## src/rtl/timer_pkg.sv

```systemverilog
// timer_pkg: shared state encoding and mode constants for the period timer
package timer_pkg;
    typedef enum logic {IDLE, RUN} tmr_state_t;
    localparam logic MODE_ONESHOT  = 1'b0;
    localparam logic MODE_PERIODIC = 1'b1;
endpackage

```

## src/rtl/timer_channel.sv

```systemverilog
// timer_channel: one period timer with shadowed reload and sticky pending/overrun
module timer_channel
    import timer_pkg::*;
#(
    parameter int WIDTH = 21
) (
    input  logic             clk_in,
    input  logic             rst_in,
    input  logic             start_in,
    input  logic             stop_in,
    input  logic             mode_in,
    input  logic             load_in,
    input  logic [WIDTH-1:0] period_in,
    input  logic             ack_in,
    output logic [WIDTH-1:0] count_out,
    output logic             tick_out,
    output logic             busy_out,
    output logic             pending_out,
    output logic             overrun_out
);
    tmr_state_t       state, state_n;
    logic [WIDTH-1:0] active, active_n, shadow, count_n, eff;
    logic             mode, mode_n, tick_n, go, term, periodic;

    always_comb begin
        eff      = load_in ? period_in : shadow;
        go       = start_in && eff != '0;
        term     = state == RUN && count_out == active - WIDTH'(1);
        periodic = mode == MODE_PERIODIC;
        state_n  = state;
        count_n  = count_out;
        active_n = active;
        mode_n   = mode;
        tick_n   = 1'b0;
        if (stop_in) begin
            state_n = IDLE;
            count_n = '0;
        end else if (go) begin
            state_n  = RUN;
            count_n  = '0;
            active_n = eff;
            mode_n   = mode_in;
        end else if (term) begin
            // a zero reload still emits this tick, then parks the channel
            tick_n   = 1'b1;
            count_n  = '0;
            active_n = periodic ? eff : active;
            state_n  = (periodic && eff != '0) ? RUN : IDLE;
        end else if (state == RUN) begin
            count_n = count_out + WIDTH'(1);
        end
    end

    always_ff @(posedge clk_in) begin
        if (rst_in) begin
            state       <= IDLE;
            count_out   <= '0;
            active      <= '0;
            shadow      <= '0;
            mode        <= MODE_ONESHOT;
            tick_out    <= 1'b0;
            pending_out <= 1'b0;
            overrun_out <= 1'b0;
        end else begin
            state       <= state_n;
            count_out   <= count_n;
            active      <= active_n;
            shadow      <= load_in ? period_in : shadow;
            mode        <= mode_n;
            tick_out    <= tick_n;
            pending_out <= tick_n | (pending_out & ~ack_in);
            overrun_out <= overrun_out | (tick_n & pending_out & ~ack_in);
        end
    end

    assign busy_out = state == RUN;
endmodule

```

## src/rtl/multi_period_timer.sv

```systemverilog
// multi_period_timer: NUM_CH independent period timers sharing one clock
module multi_period_timer
    import timer_pkg::*;
#(
    parameter int NUM_CH = 4,
    parameter int WIDTH  = 21
) (
    input  logic                    clk_in,
    input  logic                    rst_in,
    input  logic [NUM_CH-1:0]       start_in,
    input  logic [NUM_CH-1:0]       stop_in,
    input  logic [NUM_CH-1:0]       mode_in,
    input  logic [NUM_CH-1:0]       load_in,
    input  logic [NUM_CH*WIDTH-1:0] period_in,
    input  logic [NUM_CH-1:0]       ack_in,
    output logic [NUM_CH*WIDTH-1:0] count_out,
    output logic [NUM_CH-1:0]       tick_out,
    output logic [NUM_CH-1:0]       busy_out,
    output logic [NUM_CH-1:0]       pending_out,
    output logic [NUM_CH-1:0]       overrun_out
);
    for (genvar i = 0; i < NUM_CH; i++) begin : g_ch
        timer_channel #(.WIDTH(WIDTH)) u_ch (
            .clk_in     (clk_in),
            .rst_in     (rst_in),
            .start_in   (start_in[i]),
            .stop_in    (stop_in[i]),
            .mode_in    (mode_in[i]),
            .load_in    (load_in[i]),
            .period_in  (period_in[i*WIDTH +: WIDTH]),
            .ack_in     (ack_in[i]),
            .count_out  (count_out[i*WIDTH +: WIDTH]),
            .tick_out   (tick_out[i]),
            .busy_out   (busy_out[i]),
            .pending_out(pending_out[i]),
            .overrun_out(overrun_out[i])
        );
    end
endmodule

```

## config.mk

```make
export PLATFORM = sky130hd
export DESIGN_NAME = multi_period_timer
export DESIGN_NICKNAME = d
export VERILOG_FILES = /design/src/rtl/timer_pkg.sv /design/src/rtl/timer_channel.sv /design/src/rtl/multi_period_timer.sv
export SDC_FILE = /design/constraint.sdc
export NUM_CORES = 1
export LEC_CHECK = 0
export BUFFER_PORTS_ARGS = -buffer_cell sky130_fd_sc_hd__buf_2
export CORE_ASPECT_RATIO = 0.7
export CORE_MARGIN = 1
export CORE_UTILIZATION = 40
export DETAILED_ROUTE_END_ITERATION = 8
export PLACE_DENSITY = 0.56
export SYNTH_ARGS = -nofsm -noshare
export SYNTH_HDL_FRONTEND = slang
export SYNTH_SLANG_ARGS = --single-unit
```

## constraint.sdc

```tcl
create_clock -name clk_in -period 4.2 [get_ports clk_in]
set_input_delay 0.21 -clock clk_in [delete_from_list [all_inputs] [get_ports clk_in]]
set_output_delay 0.21 -clock clk_in [all_outputs]
set_load 0.02 [all_outputs]
```

### After elaboration in Yosys (flattened, before gate mapping)

Cells that the tools add are included.

| operators by class | value |
|---|---|
| add/sub/neg operators | 8 |
| multiply operators | 0 |
| divide/modulo/power cells | 0 |
| magnitude comparators | 0 |
| eq/ne operators | 4 |
| shift operators | 0 |
| mux-type cells | 40 |
| bitwise logic cells | 28 |
| reduce and logical (&&, ||, !) cells | 40 |

Operator list:

| cell | count |
|---|---|
| $mux 21 | 16 |
| $add 21x1->21 const B | 4 |
| $eq 21x21->1 | 4 |
| $reduce_bool 21->1 | 4 |
| $sub 21x1->21 const B | 4 |
| $mux 1 | 24 |
| $reduce_bool 2->1 | 8 |
| $reduce_or 4->1 | 4 |
| $and 1x1->1 | 12 |
| $logic_and 1x1->1 | 12 |
| $reduce_and 3->1 | 4 |
| $not 1->1 | 8 |
| $or 1x1->1 | 8 |
| $reduce_and 2->1 | 4 |
| $reduce_or 2->1 | 4 |

| storage, ports and cells | value |
|---|---|
| register bits | 272 |
| latch bits | 0 |
| memory bits (writable) | 0 |
| bits in read-only memories | 0 |
| input bits | 106 |
| memories | 0 |

### Depth between registers and ports, before layout

| depth | value |
|---|---|
| depth after elaboration | 9 |
| gate-level depth with buffers | 13 |
| mapped depth without buffers | 10 |

### By module

Synthesis repeated with hierarchy kept, for this count alone.

| second synthesis, totals | value |
|---|---|
| cells, all modules | 2110 |
| area, all modules | 17006.3 um^2 |

By module, submodules not included:

| module | instances | cells an instance | area each (um^2) |
|---|---|---|---|
| timer_channel at g_ch[0].u_ch ... | 3 | 570 | 4473.0 |
| timer_channel at g_ch[3].u_ch | 1 | 400 | 3587.2 |

### Worst setup path after synthesis

OpenSTA, ideal clock, no wires.

| timing | value |
|---|---|
| path type | register -> register |
| start | register g_ch[1].u_ch.active[0] |
| end | register g_ch[1].u_ch.active[0] |
| library setup time | 0.121 ns |
| data arrival time | 3.088 ns |
| required time | 4.079 ns |
| slack | 0.991 ns |
| stages on the path, launching flop included | 13 |
| clock period less this slack | 3.209 ns |
| cell sequence | dfxtp_1 > inv_1 > ha_1 > or3b_2 > clkbuf_1 > nor4_1 > xnor2_1 > o221ai_1 > nor4b_1 > o2111ai_1 > a21oi_1 > buf_4 > mux2_2 |

| between the ends | value |
|---|---|
| word-level cells in the longest chain between the ends | 5 |

Ends and longest elaborated chain:

| element | line | RTL |
|---|---|---|
| from (decl) | timer_channel.sv:22 | `logic [WIDTH-1:0] active, active_n, shadow, count_n, eff;` |
| from (signal assigned) | timer_channel.sv:67 | `active <= active_n;` |
| $sub 21x1->21 | timer_channel.sv:28 | `term = state == RUN && count_out == active - WIDTH'(1);` |
| $eq 21x21->1 | timer_channel.sv:28 |  |
| $logic_and 1x1->1 | timer_channel.sv:28 |  |
| $reduce_bool 2->1 (no line) | - |  |
| $reduce_and 3->1 (no line) | - |  |

Every way passes these cells.
A chain may end at the register's enable or synchronous reset.

### Final worst setup path

| timing | value |
|---|---|
| start | register g_ch[1].u_ch.active[0] |
| end | register g_ch[1].u_ch.state |

| between the ends | value |
|---|---|
| word-level cells in the longest chain between the ends | 4 |

Ends and longest elaborated chain:

| element | line | RTL |
|---|---|---|
| $sub 21x1->21 | timer_channel.sv:28 |  |
| $eq 21x21->1 | timer_channel.sv:28 |  |
| $logic_and 1x1->1 | timer_channel.sv:28 |  |
| $reduce_bool 2->1 (no line) | - |  |
| to (signal assigned) | timer_channel.sv:65 | `state <= state_n;` |
| to (decl) | timer_channel.sv:21 | `tmr_state_t state, state_n;` |

Every way passes these cells.

==> results.ini <==
[status]
status = complete, no violations

[sta]
slew_viol_final = 0
finalSetupViolCount = 0
period_needed_ns = 3.730
timing.final.ws_setup_ns = 0.4696
slew_headroom_pct = 18.23
rsz0062_at_grt = false
fmax_ghz = 0.2681
fin_crit_sh_pct = 88.82
worstMarginPinSlew_ns = 1.227
clock_skew_ns = 0.02017
setup_tns_ns = 0
hold_viol_final = 0

[route]
drc = 0
wl_met3_um = 2099
dr_total_vias = 12240
viasPerCell = 5.281
wl_met1_um = 20280
top_layer = met4
drt-initial-drc-count = 795
wl_met2_um = 16210
routed_wl_um = 39550
wl_per_cell_um = 17.07
postRouteAntennaNets = 0
dr.pass1.iters = 5

[place]
place_hpwl_um = 29090
portBuffers = 205
gp_congestion = 0.9012
pre_cts_slack_ns = 0.5874

[logic_synthesis]
yosysTopAreaCell = dfxtp_1
ys_seq_area_share_pct = 38.30
yosys-top-cells-area = dfxtp_1 38%, xnor2_1 6.7%, mux2i_1 6.5%
synth_edf_count = 0
synth_top_area_share_pct = 38.30
synth_seq_cells = 272
yosys_warnings = 0
syn_area_per_cell_sq_um = 8.992
synth_area_sq_um = 14220
synthCells = 1581
ys_async_sr_fraction_pct = 0
syn-num-nets = 1695
yosys.cell_types.count = 66
ys.flop_type = dfxtp_1

[worst_setup_path]
cp-start-kind = flip-flop
arrival_ns = 4.17
critical_path_class = reg -> reg
worst-path-max-fanout = 7
r2r_cells = 11
cp-end-kind = flip-flop
required_ns = 4.64

[pwr]
p_leak_uw = 0.007256
ir_drop_uv = 272.3
power_density_nw_per_um2 = 358.2

[global_route]
antenna_found_initial = 2
grt_pass1_wl_um = 62700
grt_pass1_vias = 11600
grt.total_usage_pct = 21.41
grt.overflow.total = 0
grt_start_max_net_pins = 80

[clock_network]
clk_path_buf_depth = 3
cts_root_buf = clkbuf_16
clock_sinks = 272
cts_resized = 0
htree_levels = 1
cts_tree = yes
clk_pin_slew_ns = 0.06
cts_buffers = 29
worstSkewPairLatency_ns = 0.56

[layout]
final_nets = 1934
layout_common_cells = 272 x dfxtp_1, 220 x nor2_1, 204 x buf_2
layout-drive-gt1-share_pct = 20.08
layout-area-overhead-vs-synth_pct = 21.46
final_core_util_pct = 49.51
layout_commonest_cell = dfxtp_1

[worst_hold_path]
hold_depth = 3
hold_class = in -> reg

[floorplan]
die_h_um = 159.7
dieArea_sq_um = 36310
row_count = 57
die_w_um = 227.3
ios = 206
core_area_sq_um = 34870
initial_core_util_pct = 40.76

[run]
cap_violations = 0

-- metrics by stage --
step | cell area [sq um] | std cells | hold slack [ns] | power [uW]
4_1_cts | 17260 | 2315 | 0.0005042 | 6257
3_3_place_gp | 15510 | 2180 | 0.4497 | 3643
3_5_place_dp | 15510 | 2180 | 0.4493 | 3656
5_1_grt | 17270 | 2317 | 0.01570 | 6475
6_report | 17270 | 2317 | 0.02196 | 6185
2_1_floorplan | 14220 | 1581 | 0.2821 | 3418
-- routing by layer --
layer / up-vias / global-route usage [%]
met2: 351 / 31.00
met5: - / 0
met1: 5767 / 32.07
met3: 66 / 3.901
li1: 6053 / -
met4: 0 / 5.827
-- registers in the layout (all words and copies together), names as in the netlist --
signal,count
g_ch.u_ch.mode,4
g_ch.u_ch.count_out,84
g_ch.u_ch.shadow,84
g_ch.u_ch.active,84
g_ch.u_ch.overrun_out,4
g_ch.u_ch.busy_out,4
g_ch.u_ch.pending_out,4
g_ch.u_ch.tick_out,4
-- worst paths after layout --
| kind | start | endpoint | slack (ns) |
|---|---|---|---|
| min reg2reg | g_ch[0].u_ch.overrun_out | g_ch[0].u_ch.overrun_out | 0.46 |
| max | g_ch[1].u_ch.active[0] | g_ch[1].u_ch.busy_out | 0.47 |
| min | period_in[52] | g_ch[2].u_ch.shadow[10] | 0.02 |
| max reg2reg | g_ch[1].u_ch.active[0] | g_ch[1].u_ch.busy_out | 0.47 |
-- timing repair --
action | in CTS | in global routing
hold buffers | 81 | 0
setup buffers | 0 | 0
endpoints found under the hold margin | 80 | 0
-- cell families (layout without fill, tap and decap cells) --
group,count (synthesis),in the layout,share of synthesized area (%)
muxes,177,177,13.73
xor gates and xnor gates,189,189,11.64
buffers and inverters,116,378,3.697
adders and majority gates,8,8,0.7041
other,0,2,0
DFF,272,272,38.30
and+or+nand+nor,687,687,25.37
AOI/OAI and AO/OA,132,132,6.548
-- Yosys cell counts, drive strengths merged, types with 4 or more instances --
library cell  instances
and3                 23
nor4b                10
o21ai                22
or4                  16
buf                  35
a21oi                19
ha                    8
o31ai                 6
inv                  26
mux2                 84
dfxtp               272
nand2b               12
nor2b                80
nand3b                8
nor2                220
mux2i                93
nor4                 56
or4b                  8
and2                 23
a31oi                 7
a211oi                9
xor2                 81
nand3                40
xnor2               108
o22ai                 8
o2111ai               5
nor3b                 5
nand4                37
clkbuf               55
o31a                  6
o211ai               10
and4                  7
nor3                 41
a21o                  6
or3                  17
a311oi                4
a2111oi               4
nand2                73
-- cell type report --
| class | count | area [sq um] |
|---|---|---|
| Inverter | 26 | 97.59 |
| Clock inverter | 18 | 135.1 |
| Antenna cell | 2 | 5.005 |
| Tap cell | 472 | 590.6 |
| Fill cell | 3287 | 17610 |
| Timing Repair Buffer | 298 | 1933 |
| Multi-Input combinational cell | 1193 | 8258 |
| Clock buffer | 36 | 802.0 |
| Sequential cell | 272 | 5445 |
-- power by group --
group	internal, uW	total (uW)	switching, uW
logic	427	916	489
registers	2670	2760	88.0
clock network	1420	2510	1090
total	4520	6190	1670
-- critical path, stage by stage (launching register included) --
cell and delay (ns):
dfxtp_1 0.35, inv_1 0.09, ha_1 0.28, or3b_2 0.55, nor4_1 0.52, xnor2_1 0.20, o221ai_1 0.14, nor4b_1 0.37
nand2_1 0.18, o31ai_1 0.27, a211oi_1 0.10, dlygate4sd3_1 0.58
Power figures use the tool's default switching activity.
